--- src/rtl/bcd_addsub_serial.sv ---
// bcd_addsub_serial
//
// Digit-serial packed-BCD adder/subtractor. One decimal digit is processed
// per clock, least-significant digit first. Each digit is added in binary
// and corrected by +6 when the binary sum exceeds 9. Subtraction adds the
// nine's complement of B, with the incoming carry set to the inverse of
// the borrow-in. That gives ten's-complement subtraction.
//
// Ports:
//   clk        rising-edge clock
//   rst        asynchronous, active-high reset
//   in_valid   operand set present on a, b, sub, cin
//   in_ready   high while idle; the operand set is accepted on in_valid & in_ready
//   a, b       packed BCD operands, digit i at [4i+3:4i]
//   sub        0 = A+B+cin, 1 = A-B-cin
//   cin        carry-in (add) / borrow-in (subtract)
//   out_valid  result present; sum/cout/invalid are held stable until consumed
//   out_ready  consumer accepts the result
//   sum        packed BCD result
//   cout       add: decimal carry out; subtract: 1 = no borrow
//   invalid    some digit of a or b was greater than 9

module bcd_addsub_serial #(
  parameter int DIGITS = 4
) (
  input  logic                clk,
  input  logic                rst,
  input  logic                in_valid,
  output logic                in_ready,
  input  logic [4*DIGITS-1:0] a,
  input  logic [4*DIGITS-1:0] b,
  input  logic                sub,
  input  logic                cin,
  output logic                out_valid,
  input  logic                out_ready,
  output logic [4*DIGITS-1:0] sum,
  output logic                cout,
  output logic                invalid
);

  localparam int W  = 4 * DIGITS;
  localparam int CW = (DIGITS > 1) ? $clog2(DIGITS) : 1;
  localparam logic [CW-1:0] LAST = CW'(DIGITS - 1);

  localparam logic [1:0] IDLE = 2'd0;
  localparam logic [1:0] RUN  = 2'd1;
  localparam logic [1:0] DONE = 2'd2;

  logic [1:0]    state;
  logic [W-1:0]  a_reg;
  logic [W-1:0]  b_reg;
  logic          carry;
  logic [CW-1:0] cnt;

  logic [W-1:0]  b_prep;
  logic          in_bad;
  logic [4:0]    raw;
  logic [3:0]    digit;
  logic          digit_carry;
  logic [W-1:0]  sum_shift;

  assign in_ready  = (state == IDLE);
  assign out_valid = (state == DONE);

  // Operand preparation at acceptance time. The validity check looks at the
  // raw b digits, so it is unaffected by the complement. An out-of-range b
  // digit simply wraps modulo 16 in the complement.
  always_comb begin
    b_prep = '0;
    in_bad = 1'b0;
    for (int i = 0; i < DIGITS; i++) begin
      b_prep[4*i +: 4] = sub ? 4'(4'd9 - b[4*i +: 4]) : b[4*i +: 4];
      if ((a[4*i +: 4] > 4'd9) || (b[4*i +: 4] > 4'd9))
        in_bad = 1'b1;
    end
  end

  // Single-digit BCD add. The operand registers shift right every RUN cycle,
  // so the current digit is always in the low nibble. The maximum raw value
  // is 9+9+1 = 19, which fits in 5 bits. The new digit enters sum at the MS
  // end, so after DIGITS shifts digit 0 has reached sum[3:0].
  always_comb begin
    raw = {1'b0, a_reg[3:0]} + {1'b0, b_reg[3:0]} + {4'b0000, carry};
    if (raw > 5'd9) begin
      digit       = 4'(raw[3:0] + 4'd6);
      digit_carry = 1'b1;
    end else begin
      digit       = raw[3:0];
      digit_carry = 1'b0;
    end
    sum_shift           = sum >> 4;
    sum_shift[W-1 -: 4] = digit;
  end

  // Control and datapath state. Reset aborts any operation in progress.
  // DONE returns only to IDLE, so a new operand cannot be captured in the
  // same cycle that a result is consumed.
  always_ff @(posedge clk or posedge rst) begin
    if (rst) begin
      state   <= IDLE;
      a_reg   <= '0;
      b_reg   <= '0;
      carry   <= 1'b0;
      cnt     <= '0;
      sum     <= '0;
      cout    <= 1'b0;
      invalid <= 1'b0;
    end else begin
      case (state)
        IDLE: begin
          if (in_valid) begin
            a_reg   <= a;
            b_reg   <= b_prep;
            carry   <= sub ? ~cin : cin;
            invalid <= in_bad;
            sum     <= '0;
            cout    <= 1'b0;
            cnt     <= '0;
            state   <= RUN;
          end
        end
        RUN: begin
          sum   <= sum_shift;
          a_reg <= a_reg >> 4;
          b_reg <= b_reg >> 4;
          carry <= digit_carry;
          cnt   <= cnt + CW'(1);
          if (cnt == LAST) begin
            cout  <= digit_carry;
            state <= DONE;
          end
        end
        DONE: begin
          if (out_ready)
            state <= IDLE;
        end
        default: state <= IDLE;
      endcase
    end
  end

endmodule

--- config.mk ---
export PLATFORM = sky130hd
export DESIGN_NAME = bcd_addsub_serial
export DESIGN_NICKNAME = d
export VERILOG_FILES = /design/src/rtl/bcd_addsub_serial.sv
export SDC_FILE = /design/constraint.sdc
export NUM_CORES = 1
export LEC_CHECK = 0
export CELL_PAD_IN_SITES_DETAIL_PLACEMENT = 1
export CELL_PAD_IN_SITES_GLOBAL_PLACEMENT = 1
export CORE_ASPECT_RATIO = 0.7
export CORE_MARGIN = 2
export CORE_UTILIZATION = 30
export CTS_CLUSTER_DIAMETER = 100
export CTS_CLUSTER_SIZE = 30
export DETAILED_ROUTE_END_ITERATION = 16
export PLACE_DENSITY = 0.66
export SKIP_LAST_GASP = 1
export SLEW_MARGIN = 20
export SYNTH_ARGS = -nofsm -noshare
export SYNTH_HDL_FRONTEND = slang
export SYNTH_SLANG_ARGS = --single-unit
--- constraint.sdc ---
create_clock -name clk -period 3.85 [get_ports clk]
set_input_delay 0.5775 -clock clk [delete_from_list [all_inputs] [get_ports clk]]
set_output_delay 0.5775 -clock clk [all_outputs]
set_load 0.05 [all_outputs]
==> impl_results.md <==
- Area of the multi-input gates: between 1000 and 1500 µm²
- Vias/cell: 4.78
- Fin nets: roughly 400
- FF+latch area: approximately 1400 µm²
- Pin count of the biggest net entering global routing: 40
- CP Launch Type: flip-flop
- Critical path data required time: just over 4000 ps
- Data arrival time of the worst path: 2860 ps
- Synth warn: 0
- Post-synth EDFFs: 0
- Drt drc: 0
- Antenna violations before repair: 0
- Setup slack after layout: around 1200 ps
- Endpoint, Worst Hold: a_reg[11]$_DFFE_PP0P_
- Pre-CTS setup slack: roughly 1200 ps
- Hold Path Depth: 2
- Worst Skew: between 8 and 9 ps
- DIE HEIGHT: about 84 µm
- Hold Path Class: reg -> reg
- Total Routing Usage GR: 0.144
- Post-layout instance area: between 3000 and 4000 µm²
- Crit path capture type: flip-flop
- Initial Utilization: 0.305
- Clock tree sinks: 55
- CP bufs+invs: 0
- Main synth FF type: dfrtp_1
- CP Max Fanout: 4
- WL final: approximately 6.8 mm
- Gpl congestion: roughly 0.72
- R2r setup slk: between 1000 and 1500 ps
- Fin crit share: 0.685
- Crit path kind: reg -> reg
- Pwr Density: ~950 nW/µm²
- Area post-placement: between 3000 and 4000 µm²
- Core area: just under 9000 µm²
- Setup violators final: 0
- Dpl hpwl: a little under 5 mm
- Cell variety after synth: 33
- CTS clock-pin slew for the worst setup and hold paths: about 80 ps
- Post-Synthesis Cell Area: ~2700 µm²
- Post-synth top area share: 0.506
- Hold path start: a_reg[11]$_DFFE_PP0P_
- Vias in the first global route: about 2400
- Hold-fix buffers, CTS: 0
- Setup total negative slack: 0 ps
- Static leakage: between 1.5 and 2 nW
- Diode count: 0
- RSZ-0062 raised after global routing: false
- Synthesized area per cell: 9.32 µm²
- Fillcell total: 1050
- Grt ovf: 0
- Slowest cell on the critical path: fa_1
- FF-to-FF path depth: 8
- Post-CTS setup buffer count: 0
- DR iter-0 viols: between 60 and 70
- DR vias: roughly 2200
- H-tree Lvls: 2
- R2r endpoint: sum[14]$_DFFE_PP0P_
- Pins Over Slew Limit: 0
- Port Buf Inserts: 57
- Boundary Pins: 58
- CTS tree: yes
- Row count: 29
- Worst hold slack: a little under 500 ps
- Clk buf depth: 2
- Initial DRT Pass Iterations: 4
- Share of layout cells above drive strength 1: 0.0525
- Synth area leader: dfrtp_1
- Detail Route Antenna Nets: 0
- Total CTS buffers: 5
- Area grow syn2layout: 31.4%
- Chip width: approximately 120 µm
- Post-layout minimum cycle time: roughly 2600 ps
- Synth Net Count: 341
- First-pass GRT wire length: 11.5 mm
- Status: complete, no violations
- Root Driver: clkbuf_16
- CP top delay family: adder cells
- Hold Vio Cnt, Final: 0
- Ys async rst share: 1.00
- Reg2reg start: a_reg[0]$_DFFE_PP0P_
- Max-Cap Viols: 0
- Post-synthesis register bit count: between 50 and 60
- Cts repair resizes: 0
- FMAX: between 300 and 400 MHz
- Post-synthesis sequential area ratio: 0.506
- Skew-Pair Late Insertion Delay: ~300 ps
- Worst slew margin: 0.342
- Worst vdd ir: ~0.27 mV
- Synth area leaders: dfrtp_1 (51%), nand2_1 (10%), o21ai_0 (6.8%)
- CP peak stage delay: between 400 and 500 ps
- Worst Max-Slew Pin Slew: 986 ps
- CP dominant cell by count: fa_1
- Syn Inst Count: approximately 290
- Wire per inst: about 15 µm
- Die ar.: ~10000 µm²
- Worst-path cell chain: fa_1 > fa_1 > xnor2_1 > ha_1 > nor2b_1 > a31o_1 > o21a_1 > mux2i_1
- Design Power: 3.39 mW
-- worst register-to-register path, delay by kind of cell (launching register included) --
family,cells,cell delay [ps]
AO/OA/AOI/OAI,2,370
AND/OR/NAND/NOR,1,140
XOR/XNOR,1,310
flip-flops,1,410
adder cells (fa/ha/maj),3,1130
multiplexers,1,190
-- cells in the mapped netlist, types with 2 or more instances --
cell type,n
nand2_1,74
dfrtp_1,55
o21ai_0,37
a22oi_1,17
inv_1,12
nor2_1,10
buf_2,9
ha_1,9
clkbuf_1,8
a21oi_1,6
a221o_1,6
mux2i_1,6
nand3_1,6
xnor2_1,6
xor2_1,4
nor3_1,3
a21o_1,2
buf_4,2
fa_1,2
nand2b_1,2
nand4_1,2
nor2b_1,2
o21ai_1,2
-- per-layer routing --
| metal | up-vias | share of wire | routed length [µm] | global-route usage |
|---|---|---|---|---|
| met5 | - | 0 | 0 | 0 |
| met4 | 0 | 0.010 | 69 | 0.0361 |
| met3 | 5 | 0.039 | 267 | 0.0355 |
| met2 | 48 | 0.43 | 2930 | 0.224 |
| met1 | 1083 | 0.52 | 3520 | 0.203 |
| li1 | 1094 | - | - | - |
-- layout make-up --
class                           count  area share
Tap cell                          124      0.0434
Sequential cell                    55       0.385
Inverter                           12      0.0126
Multi-Input combinational cell    206       0.340
Clock inverter                      2      0.0108
Clock buffer                        6      0.0388
Timing Repair Buffer               62       0.170
-- how the worst max path moves through the flow --
stage	startpoint	to	cells after the start
floorplan	a_reg[0]$_DFFE_PP0P_	sum[14]$_DFFE_PP0P_	8
global placement	a_reg[0]$_DFFE_PP0P_	sum[14]$_DFFE_PP0P_	8
detailed placement	a_reg[0]$_DFFE_PP0P_	sum[14]$_DFFE_PP0P_	8
CTS	a_reg[0]$_DFFE_PP0P_	sum[14]$_DFFE_PP0P_	8
global route	a_reg[0]$_DFFE_PP0P_	sum[14]$_DFFE_PP0P_	8
finish	a_reg[0]$_DFFE_PP0P_	sum[14]$_DFFE_PP0P_	8
-- layout by cell type, fill, tap and decap left out, types with 2 or more instances in the layout --
cell / netlist / final
nand2b_1: 2 / 2
fa_1: 2 / 2
o21ai_1: 2 / 2
a21oi_1: 6 / 6
nor3_1: 3 / 3
dfrtp_1: 55 / 55
nand3_1: 6 / 6
clkbuf_16: 0 / 5
mux2i_1: 6 / 6
buf_4: 2 / 5
inv_1: 12 / 11
o21ai_0: 37 / 37
a221o_1: 6 / 6
nand2_1: 74 / 74
xor2_1: 4 / 4
clkdlybuf4s50_1: 0 / 57
xnor2_1: 6 / 6
nor2_1: 10 / 9
ha_1: 9 / 9
a22oi_1: 17 / 17
nand4_1: 2 / 2
a21o_1: 2 / 2
-- logic make-up (layout without fill, tap and decap cells) --
| kind of cell | count (synthesis) | after routing | share of synthesized area |
|---|---|---|---|
| buffers and inverters | 31 | 82 | 0.0497 |
| flip-flops | 55 | 55 | 0.506 |
| AO/OA/AOI/OAI | 77 | 77 | 0.177 |
| XOR/XNOR | 11 | 11 | 0.0382 |
| AND/OR/NAND/NOR | 101 | 101 | 0.151 |
| adder cells (fa/ha/maj) | 11 | 11 | 0.0561 |
| multiplexers | 6 | 6 | 0.0221 |
-- through the flow --
| step | std cells | util |
|---|---|---|
| floorplan | 292 | - |
| global placement | 459 | 0.381 |
| detailed placement | 459 | 0.381 |
| CTS | 467 | 0.401 |
| global route | 467 | 0.401 |
| finish | 467 | 0.401 |
-- power by group --
| part | internal (mW) | leakage (nW) | switching [mW] | total, mW |
|---|---|---|---|---|
| clock | 0.328 | 0.0875 | 0.220 | 0.548 |
| combinational | 0.682 | 0.803 | 1.15 | 1.83 |
| sequential | 0.847 | 0.701 | 0.166 | 1.01 |
Note: power is estimated with default switching activity, not from simulation.
==> variant (config.mk and constraints unchanged) <==
`DIGITS`: 4 -> 8.
--- a/src/rtl/bcd_addsub_serial.sv
+++ b/src/rtl/bcd_addsub_serial.sv
@@ -21,7 +21,7 @@
 //   invalid    some digit of a or b was greater than 9
 
 module bcd_addsub_serial #(
-  parameter int DIGITS = 4
+  parameter int DIGITS = 8
 ) (
   input  logic                clk,
   input  logic                rst,
Interface: changed (resized a, b and sum); port bits go from 58 to 106. No check against the original RTL was run, so the function may have changed too.
==> variant against the original RTL <==
Hold slack better by 1.4 ps; final area up 83%; synthesized area up 82%; via count up 85%; wire length up 110%; total power up 71%; worst setup slack worse by 250 ps; highest routed layer unchanged; sequential cell count up 49; utilization up 0.26 points; non-clock buffer count up 50.
==> variant: results (changes against the original RTL) <==
| Metric | Value |
|---|---|
| Status | finished, final reports clean |
| DP HPWL | 9.74 mm (+100%) |
| Met1 Usage GRT | 0.251 (+0.0484) |
| Met2 wire len | 6.41 mm (+120%) |
| Clk network pwr share | 0.173 (+0.012) |
| Worst Path Max Fanout | 3 (-1) |
| Placement Setup Slack | 1010 ps (-218 ps) |
| Layout cell share with drive strength beyond 1 | 0.0528 (+0.000322) |
| Post-synth top cells | nand2_1 (151), dfrtp_1 (104), o21ai_0 (70), a22oi_1 (41), inv_1 (20) |
| Multi-input combinational area share | 0.328 (-0.0115) |
| First-pass GRT wire length | 23.4 mm (+100%) |
| Worst ir drop on vdd | 0.341 mV (+28%) |
| Met1 Wirelength | 7.04 mm (+100%) |
| Filler cell count | 1842 (+75%) |
| Area of the multi-input gates | 2150 sq um (+77%) |
| Met3 wire len | 516 um (+93%) |
| # port buffers | 105 (+84%) |
| Final layout net count | 706 (+81%) |
| Clock-cell share | 0.0498 (+0.000151) |
| H-tree Lvls | 3 (+1) |
| Number of global-route vias before repair | 4439 (+87%) |
| Met2 Use GR | 0.253 (+0.0292) |
| Plain + repair buffers | 112 (+81%) |
| Syn_nets | 619 (+82%) |
| Synthesized area per cell | 9.31 sq um (-0.15%) |
| Sequential share of cell area | 0.397 (+0.0123) |
| Leakage | 2.90 nW (+82%) |
| DIE WIDTH | 158 um (+34%) |
| Seq Cell Count | 104 (+89%) |
| Routed via count | 4127 (+85%) |
| Synth top area cells | dfrtp_1 (52%), nand2_1 (11%), o21ai_0 (7.1%) |
| CP arrival | 3110 ps (+250 ps) |
| Sw Pwr | 2.58 mW (+68%) |
| Clk Latency, worst-skew pair | 350 ps (+50 ps) |
| Largest net degree at the start of global routing | 77 (+93%) |
| DRT Pass-1 Iters | 5 (+1) |
| Initial drt markers | 230 (+270%) |
-- variant: worst reg2reg max path: stages (launching register included) --
cell and delay, ps:
dfrtp_1 410, fa_1 480, fa_1 420, xnor2_1 200, ha_1 270, nor2b_1 140
a31o_1 230, o31ai_4 230, nor3_1 80, a211o_1 310
-- variant: path summary, 6_finish.rpt --
kind	start	to	slack [ps]	cells past startpoint
min in group asynchronous	rst	state[1]	640	2
max	a_reg[0]	sum[30]	970	9
min reg2reg	b_reg[13]	b_reg[13]	480	2
max reg2reg	a_reg[0]	sum[30]	970	9
max in group asynchronous	rst	a_reg[19]	2480	3
min	b_reg[13]	b_reg[13]	480	2
-- variant: cells by family after synthesis --
family | after synthesis | synth area share
fa+ha+maj | 16 | 0.0434
xor+xnor | 19 | 0.0336
buf+inv | 56 | 0.0459
flops | 104 | 0.525
compound gates | 138 | 0.182
mux | 8 | 0.0161
simple gates | 192 | 0.154
